<file path="config.mk">
export PLATFORM = sky130hd
export DESIGN_NAME = vram_fill_flat
export DESIGN_NICKNAME = d
export VERILOG_FILES = /design/src/rtl/vram_fill_if.sv /design/src/rtl/vram_fill.sv /design/src/flat_wrapper.sv
export SDC_FILE = /design/constraint.sdc
export NUM_CORES = 1
export LEC_CHECK = 0
export ABC_CLOCK_PERIOD_IN_PS = 6100
export CAP_MARGIN = 0
export CORE_UTILIZATION = 55
export CTS_CLUSTER_SIZE = 24
export DETAILED_ROUTE_END_ITERATION = 8
export DONT_BUFFER_PORTS = 1
export GPL_ROUTABILITY_DRIVEN = 0
export PLACE_DENSITY = 0.7
export SETUP_SLACK_MARGIN = 0.2
export SLEW_MARGIN = 10
export SYNTH_ARGS = -nofsm -noshare
export SYNTH_HDL_FRONTEND = slang
export SYNTH_SLANG_ARGS = --single-unit
</file>
<file path="constraint.sdc">
create_clock -name clk_sys -period 6.1 [get_ports clk_sys]
set_clock_uncertainty 0.1 [all_clocks]
set_input_delay 0.61 -clock clk_sys [delete_from_list [all_inputs] [get_ports clk_sys]]
set_output_delay 0.61 -clock clk_sys [all_outputs]
set_load 0.1 [all_outputs]
</file>
<file path="src/rtl/vram_fill_if.sv">
// Fill-request, VRAM write-port and status signals for vram_fill.
interface vram_fill_if;
    logic       start;
    logic       abort;
    logic [5:0] x0;
    logic [7:0] y0;
    logic [5:0] w;
    logic [8:0] h;
    logic [7:0] fill_byte;
    logic [7:0] fill_color;
    logic       grant;
    logic [15:0] addr;
    logic [7:0] dout;
    logic [7:0] color;
    logic       we;
    logic       busy;
    logic       done;

    modport master (
        output start, abort, x0, y0, w, h, fill_byte, fill_color, grant,
        input  addr, dout, color, we, busy, done
    );

    modport slave (
        input  start, abort, x0, y0, w, h, fill_byte, fill_color, grant,
        output addr, dout, color, we, busy, done
    );
endinterface

</file>
<file path="src/rtl/vram_fill.sv">
// Rectangle fill engine for a column-major VRAM: one word per granted slot, columns >47 clipped.
// Define VRAM_FILL_PATTERN_EN for a row-alternating dither of the bitmap byte.
module vram_fill (
    input  logic        clk_sys,
    input  logic        reset_n,
    vram_fill_if.slave  bus
);

    typedef enum logic [1:0] {
        S_IDLE   = 2'd0,
        S_SETUP  = 2'd1,
        S_WRITE  = 2'd2,
        S_FINISH = 2'd3
    } state_t;

    state_t     r_state;
    state_t     w_next;

    logic [5:0] r_x0;
    logic [7:0] r_y0;
    logic [5:0] r_w;
    logic [8:0] r_h;
    logic [7:0] r_byte;
    logic [7:0] r_color;

    // Column is one bit wider than the address field so x0+w overflow stays clipped.
    logic [6:0] r_col;
    logic [7:0] r_row;
    logic [8:0] r_rcnt;
    logic [5:0] r_ccnt;

    logic       w_adv;
    logic       w_clip;
    logic       w_col_end;
    logic       w_last;

    assign w_adv     = (r_state == S_WRITE) && bus.grant && !bus.abort;
    assign w_clip    = (r_col > 7'd47);
    assign w_col_end = (r_rcnt == (r_h - 9'd1));
    assign w_last    = w_col_end && (r_ccnt == (r_w - 6'd1));

    // State register.
    always_ff @(posedge clk_sys or negedge reset_n) begin
        if (!reset_n) begin
            r_state <= S_IDLE;
        end else begin
            r_state <= w_next;
        end
    end

    // Next-state decode.
    always_comb begin
        w_next = r_state;
        case (r_state)
            S_IDLE: begin
                if (bus.start) begin
                    w_next = S_SETUP;
                end else begin
                    w_next = S_IDLE;
                end
            end
            S_SETUP: begin
                if ((r_w == 6'd0) || (r_h == 9'd0)) begin
                    w_next = S_FINISH;
                end else begin
                    w_next = S_WRITE;
                end
            end
            S_WRITE: begin
                if (bus.abort) begin
                    w_next = S_FINISH;
                end else if (bus.grant && w_last) begin
                    w_next = S_FINISH;
                end else begin
                    w_next = S_WRITE;
                end
            end
            S_FINISH: begin
                w_next = S_IDLE;
            end
            default: begin
                w_next = S_IDLE;
            end
        endcase
    end

    // Capture the fill request when it is accepted; later input changes are ignored.
    always_ff @(posedge clk_sys or negedge reset_n) begin
        if (!reset_n) begin
            r_x0    <= 6'd0;
            r_y0    <= 8'd0;
            r_w     <= 6'd0;
            r_h     <= 9'd0;
            r_byte  <= 8'd0;
            r_color <= 8'd0;
        end else if ((r_state == S_IDLE) && bus.start) begin
            r_x0    <= bus.x0;
            r_y0    <= bus.y0;
            r_w     <= bus.w;
            r_h     <= bus.h;
            r_byte  <= bus.fill_byte;
            r_color <= bus.fill_color;
        end
    end

    // Position counters: rows advance first, then the column steps and the row reloads.
    always_ff @(posedge clk_sys or negedge reset_n) begin
        if (!reset_n) begin
            r_col  <= 7'd0;
            r_row  <= 8'd0;
            r_rcnt <= 9'd0;
            r_ccnt <= 6'd0;
        end else if (r_state == S_SETUP) begin
            r_col  <= {1'b0, r_x0};
            r_row  <= r_y0;
            r_rcnt <= 9'd0;
            r_ccnt <= 6'd0;
        end else if (w_adv) begin
            if (w_col_end) begin
                r_rcnt <= 9'd0;
                r_row  <= r_y0;
                r_col  <= r_col + 7'd1;
                r_ccnt <= r_ccnt + 6'd1;
            end else begin
                r_rcnt <= r_rcnt + 9'd1;
                r_row  <= r_row + 8'd1;
            end
        end
    end

    assign bus.we    = w_adv && !w_clip;
    assign bus.addr  = 16'h9000 + {2'b00, r_col[5:0], r_row};
    assign bus.color = r_color;
    assign bus.busy  = (r_state != S_IDLE);
    assign bus.done  = (r_state == S_FINISH);

`ifdef VRAM_FILL_PATTERN_EN
    assign bus.dout  = r_row[0] ? ~r_byte : r_byte;
`else
    assign bus.dout  = r_byte;
`endif

endmodule

</file>
<file path="src/flat_wrapper.sv">
// flat-port wrapper written by rule: the top's interface ports become plain ports
module vram_fill_flat 
  (clk_sys, reset_n, bus_start, bus_abort, bus_x0, bus_y0, bus_w, bus_h, bus_fill_byte, bus_fill_color, bus_grant, bus_addr, bus_dout, bus_color, bus_we, bus_busy, bus_done);
  vram_fill_if bus_i ();
  input  logic clk_sys;
  input  logic reset_n;
  input wire logic [$bits(bus_i.start)-1:0] bus_start;
  input wire logic [$bits(bus_i.abort)-1:0] bus_abort;
  input wire logic [$bits(bus_i.x0)-1:0] bus_x0;
  input wire logic [$bits(bus_i.y0)-1:0] bus_y0;
  input wire logic [$bits(bus_i.w)-1:0] bus_w;
  input wire logic [$bits(bus_i.h)-1:0] bus_h;
  input wire logic [$bits(bus_i.fill_byte)-1:0] bus_fill_byte;
  input wire logic [$bits(bus_i.fill_color)-1:0] bus_fill_color;
  input wire logic [$bits(bus_i.grant)-1:0] bus_grant;
  output wire logic [$bits(bus_i.addr)-1:0] bus_addr;
  output wire logic [$bits(bus_i.dout)-1:0] bus_dout;
  output wire logic [$bits(bus_i.color)-1:0] bus_color;
  output wire logic [$bits(bus_i.we)-1:0] bus_we;
  output wire logic [$bits(bus_i.busy)-1:0] bus_busy;
  output wire logic [$bits(bus_i.done)-1:0] bus_done;
  assign bus_i.start = bus_start;
  assign bus_i.abort = bus_abort;
  assign bus_i.x0 = bus_x0;
  assign bus_i.y0 = bus_y0;
  assign bus_i.w = bus_w;
  assign bus_i.h = bus_h;
  assign bus_i.fill_byte = bus_fill_byte;
  assign bus_i.fill_color = bus_fill_color;
  assign bus_i.grant = bus_grant;
  assign bus_addr = bus_i.addr;
  assign bus_dout = bus_i.dout;
  assign bus_color = bus_i.color;
  assign bus_we = bus_i.we;
  assign bus_busy = bus_i.busy;
  assign bus_done = bus_i.done;
  vram_fill u_core (.clk_sys(clk_sys), .reset_n(reset_n), .bus(bus_i));
endmodule
</file>
==> reports/results.txt, run 1 <==
Synth Register Bits - 77
Part of the cycle the worst path needs - 0.600
Metal2 WL - 3.79 mm
Router iterations before antenna repair - 4
Worst R2R End - u_core.r_row[4]
Main combinational cell family by area after synthesis - simple AND/OR/NAND/NOR gates
Layout Nets - 427
CP endpoint kind - output port
GRT overflow - 0
Drt total wl - 7.85 mm
Initial antenna violation count - 0
Max cap viols - 0
CTS tree - done
Slew margin rel. - 0.236
Mapped Nets - 438
Synth Warn # - 0
Initial Util - 0.565
First-pass GRT wire length - 12.4 mm
Crit path from - u_core.r_col[4]
DR WL/cell - 16.8 microns
Clock buffer depth - 2
RSZ-0062 raised after global routing - no
WS Path Type - reg2out
Adder-cell share of the synthesized area - 0.0399
Async SR Flop Fraction - 1.00
Via count of the routed design - 2,790
Gr usage total - 0.212
Reg2reg start - u_core.r_h[0]
Ys flop type - dfrtp_1
TritonCTS Sinks - 77
Fin. max-slew vios - 0
Initial DRC Count - 225
DR vias/cell - 5.97
Startpoint Class - register
Top-area cell type share of the netlist area - 0.472
Pin count of the biggest net entering global routing - 78
Final hold vios - 0
DP HPWL - 5.34 mm
CP required - 5.39 ns
ANT cells - 0
Max Fclk - 273 MHz
Synth Area in XOR/XNOR - 0.0558
Area leader, netlist - dfrtp_1
Die extent in y - 88.1 microns
Clock root cell - clkbuf_8
Synth top cells by count - 77 x dfrtp_1, 51 x mux2_2, 18 x clkbuf_1, 18 x nor2_1, 18 x xnor2_1
Vias in the first global route - 2,592
CP Data Arrival Time - 2.95 ns
Layout cells sized above 1 - 0.217
Top Layer Used - met4
Drt drc - 0
Yosys cell types - 47
WL met1 - 3.59 mm
Met3 WL - 419 microns
Mux cell area share after synthesis - 0.144
EDFF count, synth - 0
HP Class - in2async
Critical Path Sink - bus_we
Core Region - 7210 sq um
Clock slew at reported path FFs - 0.08 ns
Syn Inst Count - 375
Num CTS Buffers - 9
Finished Layout Cells - 467
Avg Synthesized Cell Area - 10.9 sq um
I/O Pins - 85
H-Tree Depth - 3
Post-synthesis simple-gate area fraction - 0.145
Placed cells - 451
Synth-to-layout area growth - 7.18%
TNS Setup - 0 ns
Outcome - complete, no violations
FF-to-FF path depth - 9
Die width - 88.1 microns
Final ANT Viol Nets - 0
Setup Fix Bufs, Post-CTS - 0
DIE AREA - 7760 sq um
Crit Path Max Fanout - 4
Setup violations, final - 0
Num rows - 31
Worst-Skew Late Latency - 0.34 ns
Port Buffers - 0
Area contributors post-synth - dfrtp_1 47%, mux2_2 14%, ha_1 4.0%
Tmin final - 3.66 ns
Slew @ Worst Pin - 1.15 ns
Count leader, synth - dfrtp_1
Post-synthesis compound-gate area fraction - 0.0991
Sequential area share after synthesis - 0.472
Synth Cell Area - 4080 sq um
Reg2reg setup slack - 2.60 ns
how the worst min path moves through the flow:
stage / from / end / slack, ns
after detailed placement: reset_n / u_core.r_x0[4] / 0.22
final: reset_n / u_core.r_ccnt[4] / 0.06
after floorplan: reset_n / u_core.bus.color[0] / 0.21
after global routing: reset_n / u_core.r_y0[1] / 0.07
after CTS: reset_n / u_core.r_ccnt[5] / 0.06
after global placement: reset_n / u_core.r_x0[4] / 0.22
per-layer routing:
| metal | global-route usage | vias to the layer above |
|---|---|---|
| met2 | 0.333 | 79 |
| met1 | 0.281 | 1377 |
| met3 | 0.0669 | 6 |
| met5 | 0 | - |
| li1 | - | 1328 |
| met4 | 0.0660 | 0 |
cells by family after synthesis:
kind of cell	count (synthesis)
AOI/OAI and AO/OA	58
xor gates and xnor gates	26
adders and majority gates	13
buffers and inverters	40
DFF	77
muxes	52
other	1
and+or+nand+nor	108
layout by cell type, fill, tap and decap left out, types with 3 or more instances in the layout:
| master | count |
|---|---|
| dfrtp_1 | 77 |
| mux2_2 | 51 |
| nor2_1 | 18 |
| xnor2_1 | 18 |
| nand3_1 | 16 |
| inv_1 | 15 |
| nand2_1 | 14 |
| o21ai_0 | 14 |
| ha_1 | 13 |
| nand4_1 | 11 |
| or4_1 | 9 |
| clkbuf_8 | 9 |
| a21oi_1 | 8 |
| xor2_1 | 8 |
| nor3_1 | 8 |
| a31oi_1 | 7 |
| o31ai_1 | 7 |
| or3_1 | 6 |
| nand3b_1 | 4 |
| a211oi_1 | 4 |
| or2_2 | 4 |
| nor4_1 | 3 |
| nor2b_1 | 3 |
| o311ai_0 | 3 |
| and3_1 | 3 |
| bufinv_16 | 3 |
registers in the layout, summed over array words and instances, names as in the netlist:
name              count
u_core.r_w            6
u_core.r_ccnt         6
u_core.bus.dout       8
u_core.bus.color      8
u_core.r_col          7
u_core.r_state        2
u_core.r_row          8
u_core.r_x0           6
u_core.r_rcnt         9
u_core.r_y0           8
u_core.r_h            9
layout make-up:
class                   instances  area (sq um)
clock buffers                  10           128
clock inverters                 5           100
fillers                       648          2840
inverters                      15          56.3
multi-input cells             258          1990
flip-flops and latches         77          1930
well taps                      99           124
repair buffers                  3          42.5
worst max-delay path, cell delays in order, from the launching register on:
cell	delay (ns)
dfrtp_1	0.41
inv_1	0.67
ha_1	0.29
nand4_1	0.15
a311oi_4	1.08
through the flow:
stage | setup WS, ns | cell area, sq um | hold slack [ns] | utilization
2_1_floorplan | 1.65 | 4080 | 0.214 | -
3_3_place_gp | 2.70 | 4120 | 0.217 | 0.571
3_5_place_dp | 2.65 | 4120 | 0.217 | 0.571
4_1_cts | 2.41 | 4370 | 0.0648 | 0.606
5_1_grt | 2.34 | 4370 | 0.0711 | 0.606
6_report | 2.44 | 4370 | 0.0627 | 0.606
repair_timing:
action                     4_1_cts  5_1_grt
setup endpoints to repair        0        0
resized for setup                0        0
hold buffers                     1        0
hold endpoints to repair        77        0
Power of run 1 is not shown: default switching activity piles up to over one toggle a cycle in this logic, so the estimate is an artifact.
==> run 2: changes to the inputs <==
--- a/config.mk
+++ b/config.mk
@@ -5,14 +5,14 @@
 export SDC_FILE = /design/constraint.sdc
 export NUM_CORES = 1
 export LEC_CHECK = 0
-export ABC_CLOCK_PERIOD_IN_PS = 6100
+export ABC_CLOCK_PERIOD_IN_PS = 3000
 export CAP_MARGIN = 0
 export CORE_UTILIZATION = 55
 export CTS_CLUSTER_SIZE = 24
 export DETAILED_ROUTE_END_ITERATION = 8
 export DONT_BUFFER_PORTS = 1
 export GPL_ROUTABILITY_DRIVEN = 0
-export PLACE_DENSITY = 0.7
+export PLACE_DENSITY = 0.73
 export SETUP_SLACK_MARGIN = 0.2
 export SLEW_MARGIN = 10
 export SYNTH_ARGS = -nofsm -noshare
==> constraint.sdc (replaced) <==
create_clock -name clk_sys -period 3 [get_ports clk_sys]
set_clock_uncertainty 0.1 [all_clocks]
set_input_delay 0.3 -clock clk_sys [delete_from_list [all_inputs] [get_ports clk_sys]]
set_output_delay 0.3 -clock clk_sys [all_outputs]
set_load 0.1 [all_outputs]
==> reports/results.txt, run 2 (same netlist as run 1, synthesis figures left out) <==
DIE AREA - 7760 sq um (unchanged)
H-Tree Depth - 3 (unchanged)
Part of the cycle the worst path needs - 0.954
Gr usage total - 0.246 (+0.0345)
Hold path cells - 1
I/O Pins - 85 (unchanged)
Crit Path Max Fanout - 5 (+1)
CTS tree - done
Crit path from - u_core.r_h[3]
Clock root cell - clkbuf_8
Via count of the routed design - 3,188 (+14%)
Drt drc - 0 (unchanged)
Reg2reg start - u_core.r_h[3]
Initial Util - 0.565 (unchanged)
DP HPWL - 5.91 mm (+11%)
Top Registers - u_core.r_h x9, u_core.r_rcnt x9
Post-layout util - 0.730 (+0.124)
Drt total wl - 9.29 mm (+18%)
Pin count of the biggest net entering global routing - 78 (unchanged)
Final hold vios - 0 (unchanged)
Clock buffer depth - 2 (unchanged)
Worst-Skew Late Latency - 0.34 ns (about the same)
ANT cells - 0 (unchanged)
Slew margin rel. - 0.358 (+0.123)
Outcome - complete, no violations
Final ANT Viol Nets - 0 (unchanged)
Port Buffers - 0 (unchanged)
Worst R2R End - u_core.r_ccnt[2]
Initial DRC Count - 207 (-8.0%)
DR WL/cell - 16.7 microns (-0.44%)
TritonCTS Sinks - 77 (unchanged)
Synth-to-layout area growth - 29.1%
Num CTS Buffers - 9 (unchanged)
WS Path Type - reg2reg
Num rows - 31 (unchanged)
Core Region - 7210 sq um (unchanged)
Max cap viols - 0 (unchanged)
Setup violations, final - 0 (unchanged)
DR vias/cell - 5.74 (-3.9%)
Worst hold endpoint - u_core.bus.color[6]
Die extent in y - 88.1 microns (unchanged)
Clock slew at reported path FFs - 0.07 ns (about the same)
Reg2reg setup slack - 0.14 ns (-2.46 ns)
Router iterations before antenna repair - 4 (unchanged)
HP Start - bus_fill_color[6]
CP required - 3.17 ns (-2.22 ns)
HP Class - in2reg
Vias in the first global route - 3,130 (+21%)
Worst hold margin - 0.0204 ns (-0.0423 ns)
Tmin final - 2.86 ns
Most frequent cells in the layout - 77 x dfrtp_1, 46 x mux2_2, 44 x dlygate4sd3_1
Worst path cell trace - or4_4 > or3_1 > a222oi_1 > buf_4 > o211ai_4 > buf_6 > or4_1 > a21oi_1
Worst path slowest cell - or4_4
GRT overflow - 0 (unchanged)
Max Fclk - 349 MHz
RSZ-0062 raised after global routing - yes
CP endpoint kind - register
Initial antenna violation count - 0 (unchanged)
Slew @ Worst Pin - 0.965 ns (-0.186 ns)
Commonest non-fill, non-tap cell in the layout - dfrtp_1
Layout Nets - 516 (+21%)
FF-to-FF path depth - 8 (-1)
Fin. max-slew vios - 0 (unchanged)
Startpoint Class - register
Crit-path leading delay family - simple AND/OR/NAND/NOR gates
Critical Path Max Stage Delay - 0.53 ns (-0.55 ns)
First-pass GRT wire length - 14.6 mm (+17%)
Layout cells sized above 1 - 0.311 (+0.0940)
Critical path buffers and inverters - 2 (+1)
Die width - 88.1 microns (unchanged)
CP Data Arrival Time - 3.03 ns (+0.08 ns)
## run 2: cell types whose count changed in the layout (fill, tap and decap cells not counted), sizes merged
cell / change
clkbuf: -1
bufinv: -1
dlygate4sd3: +44
clkinvlp: +1
buf: +45
## run 2: worst max path at each step
stage	end	depth (start not counted)	slack (ns)
after CTS	u_core.r_col[2]	8	0.14
final	u_core.r_ccnt[2]	8	0.14
after global placement	u_core.r_col[4]	8	0.1
after detailed placement	u_core.r_col[4]	8	0.04
after floorplan	u_core.r_ccnt[5]	10	0.12
after global routing	u_core.r_ccnt[2]	8	-0.03
## run 2: repair_timing
action,CTS,global route
setup endpoints to repair,14,20
hold endpoints to repair,118,2
buffers inserted,7,5
hold buffers,43,2
gates resized for setup,9,13
pin swaps,6,7
cloned,1,0
## run 2: routing by layer
metal  GRT usage  wire length [microns]  up-vias  part of all wire
met3      0.0575                    469       10             0.050
met4      0.0850                    127        0             0.014
met2       0.405                   4670       87              0.50
li1            -                      -     1520                 -
met5           0                      0        -                 0
met1       0.320                   4020     1571              0.43
## run 2: final cells by class
type	count	area, sq um
inverter	15	58.8
fill	501	1950
sequential	77	1930
multi-input combinational	258	2110
clock buffer	9	124
clock inverter	5	77.6
timing repair buffer	92	842
tap	99	124
## run 2: worst reg2reg max path: cells and delay by family (launching register included)
family / cells / cell delay [ns]
AND/OR/NAND/NOR: 3 / 1.35
AO/OA/AOI/OAI: 3 / 0.55
flip-flops: 1 / 0.41
buffers and inverters: 2 / 0.38
## run 2: per-stage QoR
| step | cells | TNS [ns] | cell area (sq um) | setup slack, ns |
|---|---|---|---|---|
| 3_5_place_dp | 483 | 0 | 4420 | 0.0400 |
| 4_1_cts | 548 | 0 | 5170 | 0.143 |
| 2_1_floorplan | 375 | 0 | 4170 | 0.121 |
| 6_report | 555 | 0 | 5270 | 0.137 |
| 3_3_place_gp | 483 | 0 | 4420 | 0.0999 |
| 5_1_grt | 555 | -0.0277 | 5270 | -0.0277 |
Power of run 2 is left out for the same reason.
==> RTL edit (config.mk and constraints of run 2) <==
The 4 states of `state_t` get a Gray code encoding in 2 bits.
--- a/src/rtl/vram_fill.sv
+++ b/src/rtl/vram_fill.sv
@@ -8,8 +8,8 @@
 
     typedef enum logic [1:0] {
-        S_IDLE   = 2'd0,
-        S_SETUP  = 2'd1,
-        S_WRITE  = 2'd2,
-        S_FINISH = 2'd3
+        S_IDLE   = 2'b00,
+        S_SETUP  = 2'b01,
+        S_WRITE  = 2'b11,
+        S_FINISH = 2'b10
     } state_t;
 
Function: same outputs for any inputs over 10 cycles, from zero or initial values and one cycle with reset_n low; not proved beyond that.
==> RTL edit against run 2 <==
Hold slack got worse by 0.00085 ns. Setup slack better by 0.025 ns. Wire length down 3.8%. Sequential cell count unchanged. Die area down 2.1%. Cell area fell by 2.7%. Area after synthesis decreased by 2.1%.
Power is not shown: default switching activity piles up to over one toggle a cycle in this logic, so the estimate is an artifact.
==> RTL edit: results (changes against run 2) <==
** Run status
- Outcome: finished clean (unchanged).

** Yosys
- Top cell types by occurrence after synthesis: dfrtp_1 (77), mux2_2 (47), nand2_1 (30) (was dfrtp_1 (77), mux2_2 (51), clkbuf_1 (18), nor2_1 (18), xnor2_1 (18)).
- The number of warnings reported in the yosys synthesis log is 0 (unchanged).
- Sequential element share of the synthesized area :: 48.28% (was 47.24%)
- Mean instance size in the synthesized netlist :: 10.97 um2 (was 10.88 um2)
- Distinct cell type count of the synthesized netlist :: 50 (was 47)
- Main area contributors after synthesis: dfrtp_1 (48%), mux2_2 (13%), xnor2_1 (4.8%) (was dfrtp_1 (47%), mux2_2 (14%), ha_1 (4.0%)).
- Net count of the mapped netlist :: 423 (was 438)

** GRT
- The pin count of the biggest net entering global routing is 78 (unchanged).
- The overall global routing resource usage came to 23.87% (was 24.61%).
- The wire length of the first global-routing pass is 13,770 um (was 14,570 um).

** Worst setup path
- The cell with the biggest individual delay on the critical path is or4_4 (unchanged).
- The flop-to-flop setup slack was 0.16 ns (was 0.14 ns).
- The critical path's largest stage delay came to 0.58 ns (was 0.53 ns).
- Critical path startpoint category :: register (unchanged)
- Capture point of the worst reg-to-reg path :: u_core.r_col[3] (was u_core.r_ccnt[2])
- The beginning of the worst register-to-register path is u_core.r_h[0] (was u_core.r_h[3]).
- Data arrival at the endpoint of the critical path :: 3.00 ns (was 3.03 ns)
- The path depth of the worst reg2reg path is 9 (was 8).

** Worst hold path
- WHS Endpoint :: u_core.bus.dout[1] (was u_core.bus.color[6])
- Hold Path Stages :: 1 (unchanged)
- Class of the worst hold path :: input pin to register (unchanged)
- The origin of the worst min-delay path is bus_fill_byte[1] (was bus_fill_color[6]).

** STA
- Final worst hold slack :: 0.01955 ns (was 0.02040 ns)
- Slew at the pin closest to its max-slew limit :: 0.9103 ns (was 0.9647 ns)
- The fraction of the cycle the final worst path needs was 94.62% (was 95.44%).

** Clock tree
- The number of buffers added by the clock tree synthesis step was 9 (unchanged).
- Clock latency of the later-clocked register in the worst-skew pair :: 0.35 ns
- The number of post-CTS setup repair buffers is 9 (was 7).
- Hold_buf cts :: 45 (was 43)
- Buffer cell driving the clock tree root :: clkbuf_8 (unchanged)
- The depth of the CTS H-tree came to 3 (unchanged).
- Cells resized by post-CTS repair :: 8 (was 9)

** Route
- Avg WL per Cell :: 16.67 um (was 16.74 um)
- The overall via count from detail_route was 3,048 (was 3,188).
- Iteration-0 DRC Markers :: 149 (was 207)

** Placed design
- The placed wire-length estimate is 5154 um (was 5914 um).
- The port buffer count came to 0 (unchanged).
- Dpl ws :: 0.007665 ns (was 0.03999 ns)
- # placed instances :: 458 (was 483)
- Post-place instance area :: 4167 um2 (was 4417 um2)

** Layout
- Count of non-filler cells in the finished layout :: 536 (was 555)
- Largest registers in the final layout :: u_core.r_h x9, u_core.r_rcnt x9 (unchanged)
- The layout cell share with drive strength beyond 1 came to 28.64% (was 31.14%).
- Nets :: 494 (was 516)
## RTL edit: cell families after synthesis
group,share of synthesized area (%)
adder cells (fa/ha/maj),2.821
XOR/XNOR,7.461
flip-flops,48.28
AND/OR/NAND/NOR,14.73
buffers and inverters,4.702
other,0.09395
multiplexers,13.26
AO/OA/AOI/OAI,8.652
## RTL edit: final cells by class
type / instances / area [um2]
multi-input cells: 254 / 2009
flip-flops and latches: 77 / 1927
fillers: 501 / 1784
repair buffers: 83 / 828.3
clock buffers: 10 / 137.6
well taps: 96 / 120.1
clock inverters: 6 / 62.56
inverters: 10 / 37.54
## RTL edit: per-layer routing
layer / GRT usage [%] / share of wire [%] / wire, um / vias up
met5: 0 / 0 / 0 / -
met4: 7.899 / 1.9 / 169 / 0
met3: 6.730 / 5.5 / 495 / 20
met2: 38.87 / 47 / 4225 / 104
met1: 30.88 / 45 / 4046 / 1501
li1: - / - / - / 1423
